File: config.mk
export PLATFORM = sky130hd
export DESIGN_NAME = seven_seg_scan_ctrl
export DESIGN_NICKNAME = d
export VERILOG_FILES = /design/src/rtl/seven_seg_scan_ctrl.sv
export SDC_FILE = /design/constraint.sdc
export NUM_CORES = 1
export LEC_CHECK = 0
export CAP_MARGIN = 30
export CORE_MARGIN = 3
export CORE_UTILIZATION = 23
export CTS_CLUSTER_DIAMETER = 80
export DETAILED_ROUTE_END_ITERATION = 16
export GPL_TIMING_DRIVEN = 1
export PLACE_DENSITY_LB_ADDON = 0.2
export SLEW_MARGIN = 20
export SYNTH_ARGS = -nofsm -noshare
export SYNTH_HDL_FRONTEND = slang
export SYNTH_SLANG_ARGS = --single-unit
File: constraint.sdc
create_clock -name clk -period 2.3 [get_ports clk]
set_input_delay 0.46 -clock clk [delete_from_list [all_inputs] [get_ports clk]]
set_output_delay 0.46 -clock clk [all_outputs]
set_load 0.005 [all_outputs]
File: src/rtl/seven_seg_scan_ctrl.sv
// seven_seg_scan_ctrl
//   Time-multiplexes a 4-digit hex value onto a single-digit seven_seg driver.
//   Owns the refresh prescaler, the digit-select counter and a double-buffered
//   display register. New values are taken through a valid/ready handshake into
//   a pending buffer and copied to the active buffer only at a frame boundary
//   (select 3 -> 0), so one pass over the digits never mixes old and new data.
//   While scanning is frozen (scan_en=0) a pending value commits on the next edge.
//
//   Optional build macro: SCAN_ZERO_BLANK_EN
//     defined   -> leading-zero blanking on digits 1..3
//     undefined -> digit_blank tied low, no zero-detect logic
//
// Ports
//   clk            system clock, rising edge
//   rst            asynchronous reset, active high
//   load_valid     load_data valid this cycle
//   load_ready     pending buffer free (combinational, = !pending)
//   load_data      four hex digits, digit0 = [3:0], digit3 = [15:12]
//   scan_en        1 = scan, 0 = freeze on current digit
//   display_value  nibble of the selected digit
//   display_select selected digit index
//   digit_blank    current digit should be blanked
//   frame_done     one-cycle pulse after each frame boundary
module seven_seg_scan_ctrl #(
   parameter int REFRESH_DIV = 50000,
   parameter int CNT_W       = 16
) (
   input  logic        clk,
   input  logic        rst,
   input  logic        load_valid,
   output logic        load_ready,
   input  logic [15:0] load_data,
   input  logic        scan_en,
   output logic [3:0]  display_value,
   output logic [1:0]  display_select,
   output logic        digit_blank,
   output logic        frame_done
);

   localparam logic [CNT_W-1:0] PRESC_TC = CNT_W'(REFRESH_DIV - 1);

   logic [CNT_W-1:0] prescaler;
   logic [15:0]      active_buf;
   logic [15:0]      pend_buf;
   logic             pending;

   logic             tick;
   logic             boundary;
   logic             accept;
   logic             commit;
   logic [1:0]       sel_next;
   logic [15:0]      active_next;
   logic [3:0]       value_next;
   logic             blank_next;

   assign load_ready = !pending;

   always_comb begin
      tick        = scan_en && (prescaler == PRESC_TC);
      boundary    = tick && (display_select == 2'd3);
      accept      = load_valid && !pending;
      // Frozen scanning cannot tear a frame, so commit right away in that case.
      commit      = pending && (boundary || !scan_en);
      sel_next    = tick ? 2'(display_select + 2'd1) : display_select;
      active_next = commit ? pend_buf : active_buf;
   end

   // Outputs are registered from the next select/active so value, select and
   // blank always change on the same edge.
   always_comb begin
      value_next = 4'd0;
      case (sel_next)
         2'd0:    value_next = active_next[3:0];
         2'd1:    value_next = active_next[7:4];
         2'd2:    value_next = active_next[11:8];
         default: value_next = active_next[15:12];
      endcase
   end

`ifdef SCAN_ZERO_BLANK_EN
   logic [3:0] dig_zero;

   always_comb begin
      dig_zero[0] = (active_next[3:0]   == 4'd0);
      dig_zero[1] = (active_next[7:4]   == 4'd0);
      dig_zero[2] = (active_next[11:8]  == 4'd0);
      dig_zero[3] = (active_next[15:12] == 4'd0);
      blank_next  = 1'b0;
      case (sel_next)
         2'd0:    blank_next = 1'b0;
         2'd1:    blank_next = dig_zero[1] && dig_zero[2] && dig_zero[3];
         2'd2:    blank_next = dig_zero[2] && dig_zero[3];
         default: blank_next = dig_zero[3];
      endcase
   end
`else
   assign blank_next = 1'b0;
`endif

   always_ff @(posedge clk or posedge rst) begin
      if (rst) begin
         prescaler      <= '0;
         display_select <= 2'd0;
         active_buf     <= 16'd0;
         pend_buf       <= 16'd0;
         pending        <= 1'b0;
         display_value  <= 4'd0;
         digit_blank    <= 1'b0;
         frame_done     <= 1'b0;
      end else begin
         if (scan_en) begin
            prescaler <= tick ? '0 : prescaler + 1'b1;
         end
         display_select <= sel_next;
         active_buf     <= active_next;
         display_value  <= value_next;
         digit_blank    <= blank_next;
         frame_done     <= boundary;
         // accept only happens with pending=0, so it never collides with commit.
         if (accept) begin
            pend_buf <= load_data;
            pending  <= 1'b1;
         end else if (commit) begin
            pending  <= 1'b0;
         end
      end
   end

endmodule

---- Yosys cells after proc, flatten, opt, wreduce, memory -nomap -nowiden ----
Index checks and enable logic that the tools add are counted.
storage, ports and cells
  register bits after elaboration ......... 56
  input port bits ......................... 20
  output and inout port bits .............. 9
  logic and storage cells ................. 28
operators by class
  $add $sub $neg .......................... 2
  eq/ne operators ......................... 4
  multiplexer cells ....................... 6
  reduce and logical (&&, ||, !) cells .... 9
operators with widths
  cell                                                                   count
  16-bit two-way mux                                                     2
  16-bit by 1-bit adder with 16-bit output, second input constant        1
  16-bit equality test, second input constant                            1
  4-bit case mux with 3 select lines                                     1
  2-bit equality test, second input constant                             2
  1-bit logical AND                                                      4
  2-bit by 1-bit adder with 2-bit output, second input constant          1
  2-bit by 1-bit equality test with 1-bit output, second input constant  1
  1-bit logical NOT                                                      2
  2-bit logical NOT                                                      1
  1-bit two-way mux                                                      2
  2-bit two-way mux                                                      1
  2-bit nonzero test                                                     1
  1-bit logical OR                                                       1

---- Longest topological paths before layout ----
  word-level depth ........................ 7
  mapped depth ............................ 8
  gate-level depth less buffers ........... 7

---- Least setup slack after synthesis ----
OpenSTA, ideal clock, no wires.
  path type ............................... input port to flip-flop
  start point ............................. input scan_en
  end point ............................... register display_value[1]
  library setup time ...................... 0.138 ns
  data arrival time ....................... 2.061 ns
  required time ........................... 2.162 ns
  slack ................................... 0.100 ns
  stages on the path ...................... 7
  path buffers ............................ 2
  cells stage by stage .................... buf_6 -> and4_4 -> and4_4 -> a21o_2 -> buf_6 -> mux2_4 -> mux4_2
on the way
  cells in the longest elaborated chain, start to end .. 6
  elaborated cells on any way between the ends .. 11
  classes of those cells .................. eq/ne (2); mux (3); reduce/logical (6)
ends and longest elaborated chain
  what                                  RTL line  source
  start: declaration                    33        input logic scan_en,
  1-bit logical AND                     59        tick = scan_en && (prescaler == PRESC_TC);
  1-bit logical AND                     60        boundary = tick && (display_select == 2'd3);
  1-bit logical OR *                    63        commit = pending && (boundary || !scan_en);
  1-bit logical AND *                   63
  16-bit two-way mux *                  65        active_next = commit ? pend_buf : active_buf;
  via active_next[1]                    52        logic [15:0] active_next;
  4-bit case mux with 3 select lines *  72        case (sel_next)
  via value_next[1]                     53        logic [3:0] value_next;
  end signal: assignment                116       display_value <= value_next;
  end: declaration                      34        output logic [3:0] display_value,
Mark *: on every way through the listed nets, which the timed path passes. The rest lies on a longest branch.
A chain may end at the register's enable or synchronous reset.

---- Final worst setup path ----
  start point ............................. input scan_en
  end point ............................... register display_value[3]
Same word-level chain as after synthesis.

==> run metrics <==
Clock Skews 0.01320 ns; largest net degree at the start of global routing 57; synthesis-stage register bit count 56; Fmax 448.7 MHz; outcome complete, no violations; Fillers 1064; vias in the first global route 1773; Multi-input gate area 991.0 um^2; fin util 31.64%; antenna violations before repair 0; power density cells 774.8 nW/um^2; DRT antenna net count 0; Cells after Synth 192; GRT Total Usage 9.607%; H-tree depth 2; Slew Limit Fails 0; CTS Buffer Depth 2; Post-DP HPWL 3.715 mm; core area 10370 um^2; Root Driver clkbuf_8; CTS tree built; Pre-antenna DRT Iters 4; share of synthesized registers carrying an async set or reset 100.0%; Crit Path Class in2reg; largest family of logic cells by synthesized area multiplexers; CP required 2.49 ns; Post-Synth Adder-Cell Area 1.020%; VDD IR max 0.3052 mV; Synth Warn # 0; Hold Crit Class reg2reg; placed insts 385; CP arrival 2.42 ns; unrepaired setup endpoints after global routing false; CTS Hold Bufs 0; wire per inst 13.23 um; mux cell area share after synthesis 14.13%; number of synthesized flops with an enable pin 0; Num CTS Buffers 5; non-filler cells, final 393; post-synthesis average cell area 12.78 um^2; smallest hold slack 0.5068 ns; Setup crit end kind flip-flop; vias per inst 4.209; DRC violations left 0; row cnt 37; Chip Width 109.3 um; routability cong. 0.7442; Mapped Nets 214; MaxCap Viol Count 0; die area 11940 um^2; Starting Density 23.66%; Netlist cell types 35; leak pwr 1.501 nW; crit path launch type primary input; worst skew pair latency 0.32 ns; post-synthesis xor/xnor area fraction 5.354%; Finish-stage setup viols 0; vias 1654; Tot Pwr 0.002542 W; PostCTS Resize Cnt 2; Tmin final 2.229 ns; crit-path max FO 9; I/O pins 29; first-pass GRT wire length 8.894 mm; antenna cells 0; Post-Synth Simple-Gate Area 9.230%; CTS sink cnt 56; die extent in y 109.3 um; area growth from synthesis to layout 33.71%; Layout Nets 278; port bufs 27; sequential area share after synthesis 57.11%; synthesized area 2454 um^2; post-synthesis compound-gate area fraction 8.669%; clock transition at the registers of the reported paths 0.10 ns; Reg area 1401 um^2; share of cells above drive strength 1 26.85%; Final Cycle Share 96.90%; GRT overflow 0; 1st-iter DRT viols 46; setup TNS 0 ns; Final Hold Vio Count 0; post-CTS setup buffers 0; Synth Flop Type dfrtp_1; Total Wirelength 5.200 mm
==> where the power goes <==
group,leakage [nW],switching [W],internal (W)
logic,0.761,0.000234,0.000390
registers,0.695,0.000123,0.00122
clock network,0.0452,0.000351,0.000223
==> metrics by stage <==
step                worst slack [ns]  area (um^2)
finish                       0.07139         3281
detailed placement           -0.3633         3144
global route                 0.01087         3281
floorplan                     0.1005         2454
CTS                        0.0009197         3252
global placement             -0.3521         3144
==> cell usage after synthesis, types with 3 or more instances <==
library cell / number / area [um^2]
mux2_2: 5 / 56.30
a211oi_1: 8 / 60.06
nor4_1: 3 / 18.77
nand3_1: 7 / 35.03
clkbuf_1: 4 / 15.01
a2111oi_0: 8 / 70.07
nand2_1: 6 / 22.52
a21o_1: 8 / 60.06
mux2_4: 3 / 45.04
xnor2_1: 6 / 52.55
and3_1: 3 / 18.77
dfrtp_1: 56 / 1401
xor2_1: 9 / 78.83
mux2_1: 16 / 180.2
nor2_1: 11 / 41.29
inv_1: 11 / 41.29
==> registers in the layout, indices dropped and copies added, names as in the netlist <==
| register | count |
|---|---|
| active_buf | 16 |
| display_select | 2 |
| display_value | 4 |
| frame_done | 1 |
| pend_buf | 16 |
| pending | 1 |
| prescaler | 16 |
==> worst paths after layout <==
kind | depth (start not counted) | to | slack, ns | startpoint
min in group asynchronous | 3 | active_buf[2]$_DFF_PP0_ | 0.52 | rst
setup reg to reg | 6 | display_value[3]$_DFF_PP0_ | 0.09 | prescaler[7]$_DFFE_PP0P_
setup / recovery | 6 | display_value[3]$_DFF_PP0_ | 0.07 | scan_en
hold reg to reg | 1 | pend_buf[15]$_DFFE_PP0P_ | 0.51 | pend_buf[15]$_DFFE_PP0P_
max in group asynchronous | 3 | prescaler[4]$_DFFE_PP0P_ | 1.54 | rst
hold / removal | 1 | pend_buf[15]$_DFFE_PP0P_ | 0.51 | pend_buf[15]$_DFFE_PP0P_
==> area by class of cell <==
cell class / instances / share of cell area [%]
sequential: 56 / 42.72
multi-input combinational: 114 / 30.21
timing repair buffer: 66 / 17.54
tap: 136 / 5.187
clock buffer: 5 / 2.098
inverter: 13 / 1.487
clock inverter: 3 / 0.7628
==> placed cells by master (no fill, tap or decap), types with 5 or more instances in the layout <==
master           instances
a211oi_1                 8
a21o_1                   8
buf_4                   38
clkbuf_8                 5
clkdlybuf4s50_1         27
dfrtp_1                 56
inv_1                   10
mux2_1                  16
mux2_2                   5
nand2_1                  6
nand3_1                  7
nor2_1                  11
xnor2_1                  5
xor2_1                   9
==> kinds of logic (layout without fill, tap and decap cells) <==
| group | after synthesis | after routing |
|---|---|---|
| other | 1 | 1 |
| DFF | 56 | 56 |
| AOI/OAI and AO/OA | 27 | 27 |
| muxes | 28 | 28 |
| and+or+nand+nor | 41 | 41 |
| adders and majority gates | 2 | 2 |
| xor gates and xnor gates | 15 | 15 |
| buffers and inverters | 22 | 87 |
==> metal layers <==
layer  routed length, um  part of all wire (%)  track usage [%]
met2                2653                    51            16.32
met3                 137                   2.6            1.835
met1                2367                    46            12.37
met5                   0                     0                0
met4                  40                  0.77            2.939
==> critical path, stage by stage <==
cell and delay (ns):
clkdlybuf4s50_1 0.47, and4_4 0.21, and4_4 0.25, a21o_4 0.20, mux2_2 0.36, mux4_2 0.45
(Power assumes the default switching activity.)
